**src/rtl/alu_defs.sv**
```systemverilog
// Shared definitions for the ALU issue unit: ALU control codes, opcode/funct
// encodings, FSM states and the instruction decoder.
package alu_defs;

    localparam logic [2:0] ALU_AND = 3'b000;
    localparam logic [2:0] ALU_OR  = 3'b001;
    localparam logic [2:0] ALU_ADD = 3'b010;
    localparam logic [2:0] ALU_SUB = 3'b110;
    localparam logic [2:0] ALU_SLT = 3'b111;

    localparam logic [3:0] OP_RTYPE = 4'b0000;
    localparam logic [3:0] OP_ADDI  = 4'b0001;
    localparam logic [3:0] OP_ANDI  = 4'b0010;
    localparam logic [3:0] OP_ORI   = 4'b0011;
    localparam logic [3:0] OP_SLTI  = 4'b0100;
    localparam logic [3:0] OP_BEQ   = 4'b0101;

    localparam logic [5:0] F_AND = 6'b100100;
    localparam logic [5:0] F_OR  = 6'b100101;
    localparam logic [5:0] F_ADD = 6'b100000;
    localparam logic [5:0] F_SUB = 6'b100010;
    localparam logic [5:0] F_SLT = 6'b101010;

    typedef enum logic [1:0] {
        ST_IDLE = 2'd0,
        ST_READ = 2'd1,
        ST_EXEC = 2'd2,
        ST_WB   = 2'd3
    } state_e;

    typedef struct packed {
        logic [2:0] alu_op;
        logic       illegal;
        logic       use_imm;
        logic       is_beq;
        logic       writes;
        logic       dest_rd;
    } decode_t;

    // Illegal encodings never write back, so the WB stage only needs 'writes'.
    function automatic decode_t decode_instr(input logic [3:0] opcode, input logic [5:0] funct);
        decode_t d;
        d.alu_op  = ALU_ADD;
        d.illegal = 1'b0;
        d.use_imm = 1'b1;
        d.is_beq  = 1'b0;
        d.writes  = 1'b1;
        d.dest_rd = 1'b0;
        case (opcode)
            OP_RTYPE: begin
                d.use_imm = 1'b0;
                d.dest_rd = 1'b1;
                case (funct)
                    F_AND:   d.alu_op = ALU_AND;
                    F_OR:    d.alu_op = ALU_OR;
                    F_ADD:   d.alu_op = ALU_ADD;
                    F_SUB:   d.alu_op = ALU_SUB;
                    F_SLT:   d.alu_op = ALU_SLT;
                    default: begin
                        d.illegal = 1'b1;
                        d.writes  = 1'b0;
                    end
                endcase
            end
            OP_ADDI: d.alu_op = ALU_ADD;
            OP_ANDI: d.alu_op = ALU_AND;
            OP_ORI:  d.alu_op = ALU_OR;
            OP_SLTI: d.alu_op = ALU_SLT;
            OP_BEQ: begin
                d.alu_op  = ALU_SUB;
                d.use_imm = 1'b0;
                d.is_beq  = 1'b1;
                d.writes  = 1'b0;
            end
            default: begin
                d.illegal = 1'b1;
                d.writes  = 1'b0;
            end
        endcase
        return d;
    endfunction

endpackage

```
**src/rtl/alu_issue_regfile.sv**
```systemverilog
// 4-entry register file: one synchronous write port, two combinational read
// ports and a debug read port. Register 0 always reads as zero.
module alu_issue_regfile #(
    parameter int WIDTH = 4
) (
    input  logic             clk,
    input  logic             reset,
    input  logic             we_i,
    input  logic [1:0]       waddr_i,
    input  logic [WIDTH-1:0] wdata_i,
    input  logic [1:0]       raddr_a_i,
    output logic [WIDTH-1:0] rdata_a_o,
    input  logic [1:0]       raddr_b_i,
    output logic [WIDTH-1:0] rdata_b_o,
    input  logic [1:0]       dbg_addr_i,
    output logic [WIDTH-1:0] dbg_data_o
);

    logic [WIDTH-1:0] regs_q [4];

    always_ff @(posedge clk or posedge reset) begin
        if (reset) begin
            for (int i = 0; i < 4; i++) begin
                regs_q[i] <= '0;
            end
        end else if (we_i && (waddr_i != 2'd0)) begin
            regs_q[waddr_i] <= wdata_i;
        end
    end

    assign rdata_a_o  = (raddr_a_i  == 2'd0) ? '0 : regs_q[raddr_a_i];
    assign rdata_b_o  = (raddr_b_i  == 2'd0) ? '0 : regs_q[raddr_b_i];
    assign dbg_data_o = (dbg_addr_i == 2'd0) ? '0 : regs_q[dbg_addr_i];

endmodule

```
**src/rtl/alu_issue_ctrl.sv**
```systemverilog
// Multi-cycle issue unit: accepts an instruction, reads operands, drives an
// external combinational ALU for one cycle and writes the result back.
module alu_issue_ctrl
    import alu_defs::*;
#(
    parameter int WIDTH = 4
) (
    input  logic             clk,
    input  logic             reset,
    input  logic             instr_valid,
    output logic             instr_ready,
    input  logic [15:0]      instr,
    output logic [2:0]       alu_op,
    output logic [WIDTH-1:0] alu_a,
    output logic [WIDTH-1:0] alu_b,
    input  logic [WIDTH-1:0] alu_result,
    input  logic             alu_zero,
    output logic             done,
    output logic             taken,
    output logic             illegal,
    input  logic [1:0]       dbg_addr,
    output logic [WIDTH-1:0] dbg_data
);

    state_e           state_q, state_d;
    logic [15:0]      instr_q;
    decode_t          dec_q, dec_d;
    logic [2:0]       alu_op_q;
    logic [WIDTH-1:0] alu_a_q, alu_b_q, res_q;
    logic             taken_q, illegal_q;

    logic [WIDTH-1:0] rdata_a, rdata_b, opb;
    logic             wb_we;
    logic [1:0]       wb_addr;

    assign dec_d   = decode_instr(instr_q[15:12], instr_q[5:0]);
    assign opb     = dec_d.use_imm ? WIDTH'($signed(instr_q[3:0])) : rdata_b;
    assign wb_we   = (state_q == ST_WB) && dec_q.writes;
    assign wb_addr = dec_q.dest_rd ? instr_q[7:6] : instr_q[9:8];

    alu_issue_regfile #(.WIDTH(WIDTH)) u_regfile (
        .clk        (clk),
        .reset      (reset),
        .we_i       (wb_we),
        .waddr_i    (wb_addr),
        .wdata_i    (res_q),
        .raddr_a_i  (instr_q[11:10]),
        .rdata_a_o  (rdata_a),
        .raddr_b_i  (instr_q[9:8]),
        .rdata_b_o  (rdata_b),
        .dbg_addr_i (dbg_addr),
        .dbg_data_o (dbg_data)
    );

    always_comb begin
        state_d = state_q;
        case (state_q)
            ST_IDLE: if (instr_valid) state_d = ST_READ;
            ST_READ: state_d = ST_EXEC;
            ST_EXEC: state_d = ST_WB;
            ST_WB:   state_d = ST_IDLE;
            default: state_d = ST_IDLE;
        endcase
    end

    // ALU operands are loaded on leaving READ so they are stable for all of EXEC.
    always_ff @(posedge clk or posedge reset) begin
        if (reset) begin
            state_q   <= ST_IDLE;
            instr_q   <= '0;
            dec_q     <= '0;
            alu_op_q  <= ALU_AND;
            alu_a_q   <= '0;
            alu_b_q   <= '0;
            res_q     <= '0;
            taken_q   <= 1'b0;
            illegal_q <= 1'b0;
        end else begin
            state_q <= state_d;
            case (state_q)
                ST_IDLE: if (instr_valid) instr_q <= instr;
                ST_READ: begin
                    dec_q    <= dec_d;
                    alu_op_q <= dec_d.alu_op;
                    alu_a_q  <= rdata_a;
                    alu_b_q  <= opb;
                end
                ST_EXEC: begin
                    res_q     <= alu_result;
                    taken_q   <= dec_q.is_beq && !dec_q.illegal && alu_zero;
                    illegal_q <= dec_q.illegal;
                end
                default: ;
            endcase
        end
    end

    assign instr_ready = (state_q == ST_IDLE);
    assign done        = (state_q == ST_WB);
    assign alu_op      = alu_op_q;
    assign alu_a       = alu_a_q;
    assign alu_b       = alu_b_q;
    assign taken       = taken_q;
    assign illegal     = illegal_q;

endmodule

```
**config.mk**
```make
export PLATFORM = sky130hd
export DESIGN_NAME = alu_issue_ctrl
export DESIGN_NICKNAME = d
export VERILOG_FILES = /design/src/rtl/alu_defs.sv /design/src/rtl/alu_issue_regfile.sv /design/src/rtl/alu_issue_ctrl.sv
export SDC_FILE = /design/constraint.sdc
export NUM_CORES = 1
export LEC_CHECK = 0
export ABC_CLOCK_PERIOD_IN_PS = 2000
export CAP_MARGIN = 10
export CORE_MARGIN = 5
export CORE_UTILIZATION = 35
export CTS_BUF_LIST = sky130_fd_sc_hd__clkbuf_8
export DETAILED_ROUTE_END_ITERATION = 8
export MAX_ROUTING_LAYER = met4
export PLACE_DENSITY = 0.61
export SKIP_CTS_REPAIR_TIMING = 1
export SLEW_MARGIN = 20
export SYNTH_ARGS = -nofsm -noshare
export SYNTH_HDL_FRONTEND = slang
export SYNTH_SLANG_ARGS = --single-unit
```
**constraint.sdc**
```tcl
create_clock -name clk -period 2 [get_ports clk]
set_input_delay 0.3 -clock clk [delete_from_list [all_inputs] [get_ports clk]]
set_output_delay 0.3 -clock clk [all_outputs]
set_load 0.02 [all_outputs]
```
==> impl_metrics.yaml <==
status:
  status: "complete, no violations"
logic_synthesis:
  synth_area_leaders: "dfrtp_1 (51%), mux2_2 (20%), a21oi_1 (3.6%)"
  yosysUniqueCellTypes: 37
  synth_top_area_share_pct: 50.95
  synth_top_cell_by_area: "dfrtp_1"
  syn_area_um2: 2505
  synth_seq_area_share_pct: 50.95
  syn_area_per_cell_um2: 11.87
  synthCells: 211
  syn_nets: 241
  ys.warnings.count: 0
  synth.ff_latch_count: 51
worst_setup_path:
  r2r_start: "instr_q[8]$_DFFE_PP0P_"
  crit_type: "input port to output pin"
  end_kind: "output pin"
  crit_path_cell_trace: "clkdlybuf4s50_1 > mux2_2 > a22o_1 > dlymetal6s2s_1"
  reg2reg_slack_ns: 0.34
  worstRegToRegCells: 4
  slowest_stage: "clkdlybuf4s50_1"
  cp-start-kind: "input port"
  critPathArrivalTime_ns: 1.63
  slowest_delay_ns: 0.57
  worst_ep_required_time_ns: 1.70
  regToRegEndpoint: "u_regfile.regs_q[5]$_DFFE_PP0P_"
  cp_max_fo: 5
detailed_routing:
  wirelength_um: 5335
  routedWlPerCell_um: 15.03
  num_vias: 1740
  first_pass_iters: 4
  ant_nets: 0
  drc: 0
  drt-initial-drc-count: 42
  via_per_inst: 4.901
sta:
  finalCriticalPeriod_ns: 1.933
  relSlewSlack_pct: 63.84
  clock.fmax_ghz: 0.5174
  postLayoutSetupSlackWorst_ns: 0.06719
  finalCritPeriodShare_pct: 96.64
  finalSetupViolations: 0
  finalHoldViolCount: 0
  drv_slew: 0
  worstMarginPinSlew_ns: 0.5374
  holdWs_ns: 0.3539
  setup_tns_ns: 0
  skew_ns: 0.004849
  rsz0062_at_grt: "no"
cts:
  cts_max_level: 2
  cts_root_buffer: "clkbuf_8"
  clk_path_buf_depth: 2
  cts_sinks: 51
  clk_pin_slew_worst_paths_ns: 0.09
  cts_tree: "done"
  cts_buffers: 5
  clkLatencyLatePin_ns: 0.30
floorplanning:
  die_h_um: 94.60
  rows: 30
  ios: 45
  initial_core_util_pct: 36.47
  core-area_um2: 6869
  fp.dieW_um: 94.60
  die-area_um2: 8949
layout:
  areaGrowthSynthToFinish_pct: 27.27
  diodes: 0
  drive_gt1_share_pct: 25.10
  fillers: 658
  finalNetCount: 289
place:
  post-dp-hpwl_um: 3931
  io_buffers: 44
  pre_cts_ws_ns: -0.2788
  gp_congestion: 0.7644
global_route:
  grt_pass1_wl_um: 8894
  track_usage_pct: 13.13
  grt_max_degree: 52
  grt_overflow: 0
  antenna_found_initial: 0
  grt_pass1_vias: 1794
pwr:
  peakVddDrop_uv: 611.7
  power-per-cell-area_nw_per_um2: 1548
  p_leak_nw: 1.403
  p_total_mw: 4.935
run:
  cap_viol_max_count: 0
hold_path:
  hold_path_class: "input port to async pin"
sequential cells by signal, indices dropped and copies added, names as in the netlist:
register,count
taken,1
instr_q,16
alu_op,3
dec_q,4
alu_b,4
u_regfile.regs_q,12
state_q,2
illegal,1
res_q,4
alu_a,4
per-stage QoR:
step | utilization [%] | instance area (um^2) | instances
2_1_floorplan | - | 2505 | 211
3_3_place_gp | 44.95 | 3088 | 348
3_5_place_dp | 44.95 | 3088 | 348
4_1_cts | 46.23 | 3176 | 355
5_1_grt | 46.41 | 3188 | 355
6_report | 46.41 | 3188 | 355
layer usage:
layer  global-route usage (%)  part of all wire (%)
met1                    17.82                    49
met2                    19.85                    46
met3                    2.390                   2.8
met4                    4.327                   1.5
met5                        -                     0
critical path, delay by kind of cell:
| family | cells | cell delay (ns) |
|---|---|---|
| buffers and inverters | 2 | 0.78 |
| muxes | 1 | 0.36 |
| AOI/OAI and AO/OA | 1 | 0.19 |
logic make-up (layout without fill, tap and decap cells):
| kind of cell | count (synthesis) | in the layout | share of synthesized area [%] |
|---|---|---|---|
| and+or+nand+nor | 38 | 38 | 9.940 |
| AOI/OAI and AO/OA | 45 | 45 | 10.89 |
| adders and majority gates | 4 | 4 | 1.998 |
| buffers and inverters | 22 | 70 | 3.496 |
| DFF | 51 | 51 | 50.95 |
| muxes | 51 | 51 | 22.73 |
worst max-delay path by stage:
stage                           startpoint                     end  slack [ns]
detailed placement             dbg_addr[1]             dbg_data[1]       -0.28
global placement               dbg_addr[1]             dbg_data[1]       -0.27
CTS                            dbg_addr[1]             dbg_data[1]       -0.29
global route                   dbg_addr[1]             dbg_data[1]        0.01
finish                         dbg_addr[1]             dbg_data[1]        0.07
floorplan           state_q[0]$_DFFE_PP0P_  instr_q[0]$_DFFE_PP0P_        0.34
Yosys cell counts, drive strengths merged:
cell	n
a22oi	3
ha	4
clkbuf	5
and4b	1
mux2	44
nor2b	9
a31oi	3
a221oi	1
inv	12
nand3	1
nand4	1
nand4b	2
mux2i	7
o211ai	1
o21a	2
nor2	11
and2	1
or2b	1
o22ai	4
nor4	2
or4b	1
nand2	4
o31ai	1
a21oi	18
nor3	2
a211oi	1
o21ai	7
buf	5
nor3b	2
dfrtp	51
a22o	4
layout make-up:
cell class | instances | area (um^2) | area share (%)
sequential | 51 | 1276 | 40.03
timing repair buffer | 51 | 518.0 | 16.25
clock buffer | 6 | 82.58 | 2.590
multi-input combinational | 138 | 1141 | 35.79
inverter | 12 | 45.04 | 1.413
tap | 96 | 120.1 | 3.768
clock inverter | 1 | 5.005 | 0.1570
layout by cell type, fill, tap and decap left out, types with 2 or more instances in the layout:
master / Yosys / layout
a31oi_1: 3 / 3
dlymetal6s2s_1: 0 / 5
mux2_2: 44 / 44
inv_1: 12 / 11
o21ai_0: 7 / 7
nor2_1: 9 / 9
a22oi_1: 3 / 3
nor2_2: 2 / 2
mux2i_1: 6 / 6
nand4b_1: 2 / 2
ha_1: 4 / 4
o21a_1: 2 / 2
nor2b_1: 9 / 9
nand2_1: 4 / 4
buf_4: 0 / 6
o22ai_1: 4 / 4
a22o_1: 4 / 4
clkdlybuf4s50_1: 0 / 39
a21oi_1: 18 / 18
clkbuf_8: 0 / 6
dfrtp_1: 51 / 51
where the power goes:
part	total, mW	leakage (nW)	internal, mW	switching, mW
clock network	0.597	0.0470	0.272	0.325
registers	2.09	0.623	1.53	0.556
logic	2.25	0.733	1.22	1.03
No activity file was read; power rests on OpenSTA's default activity.
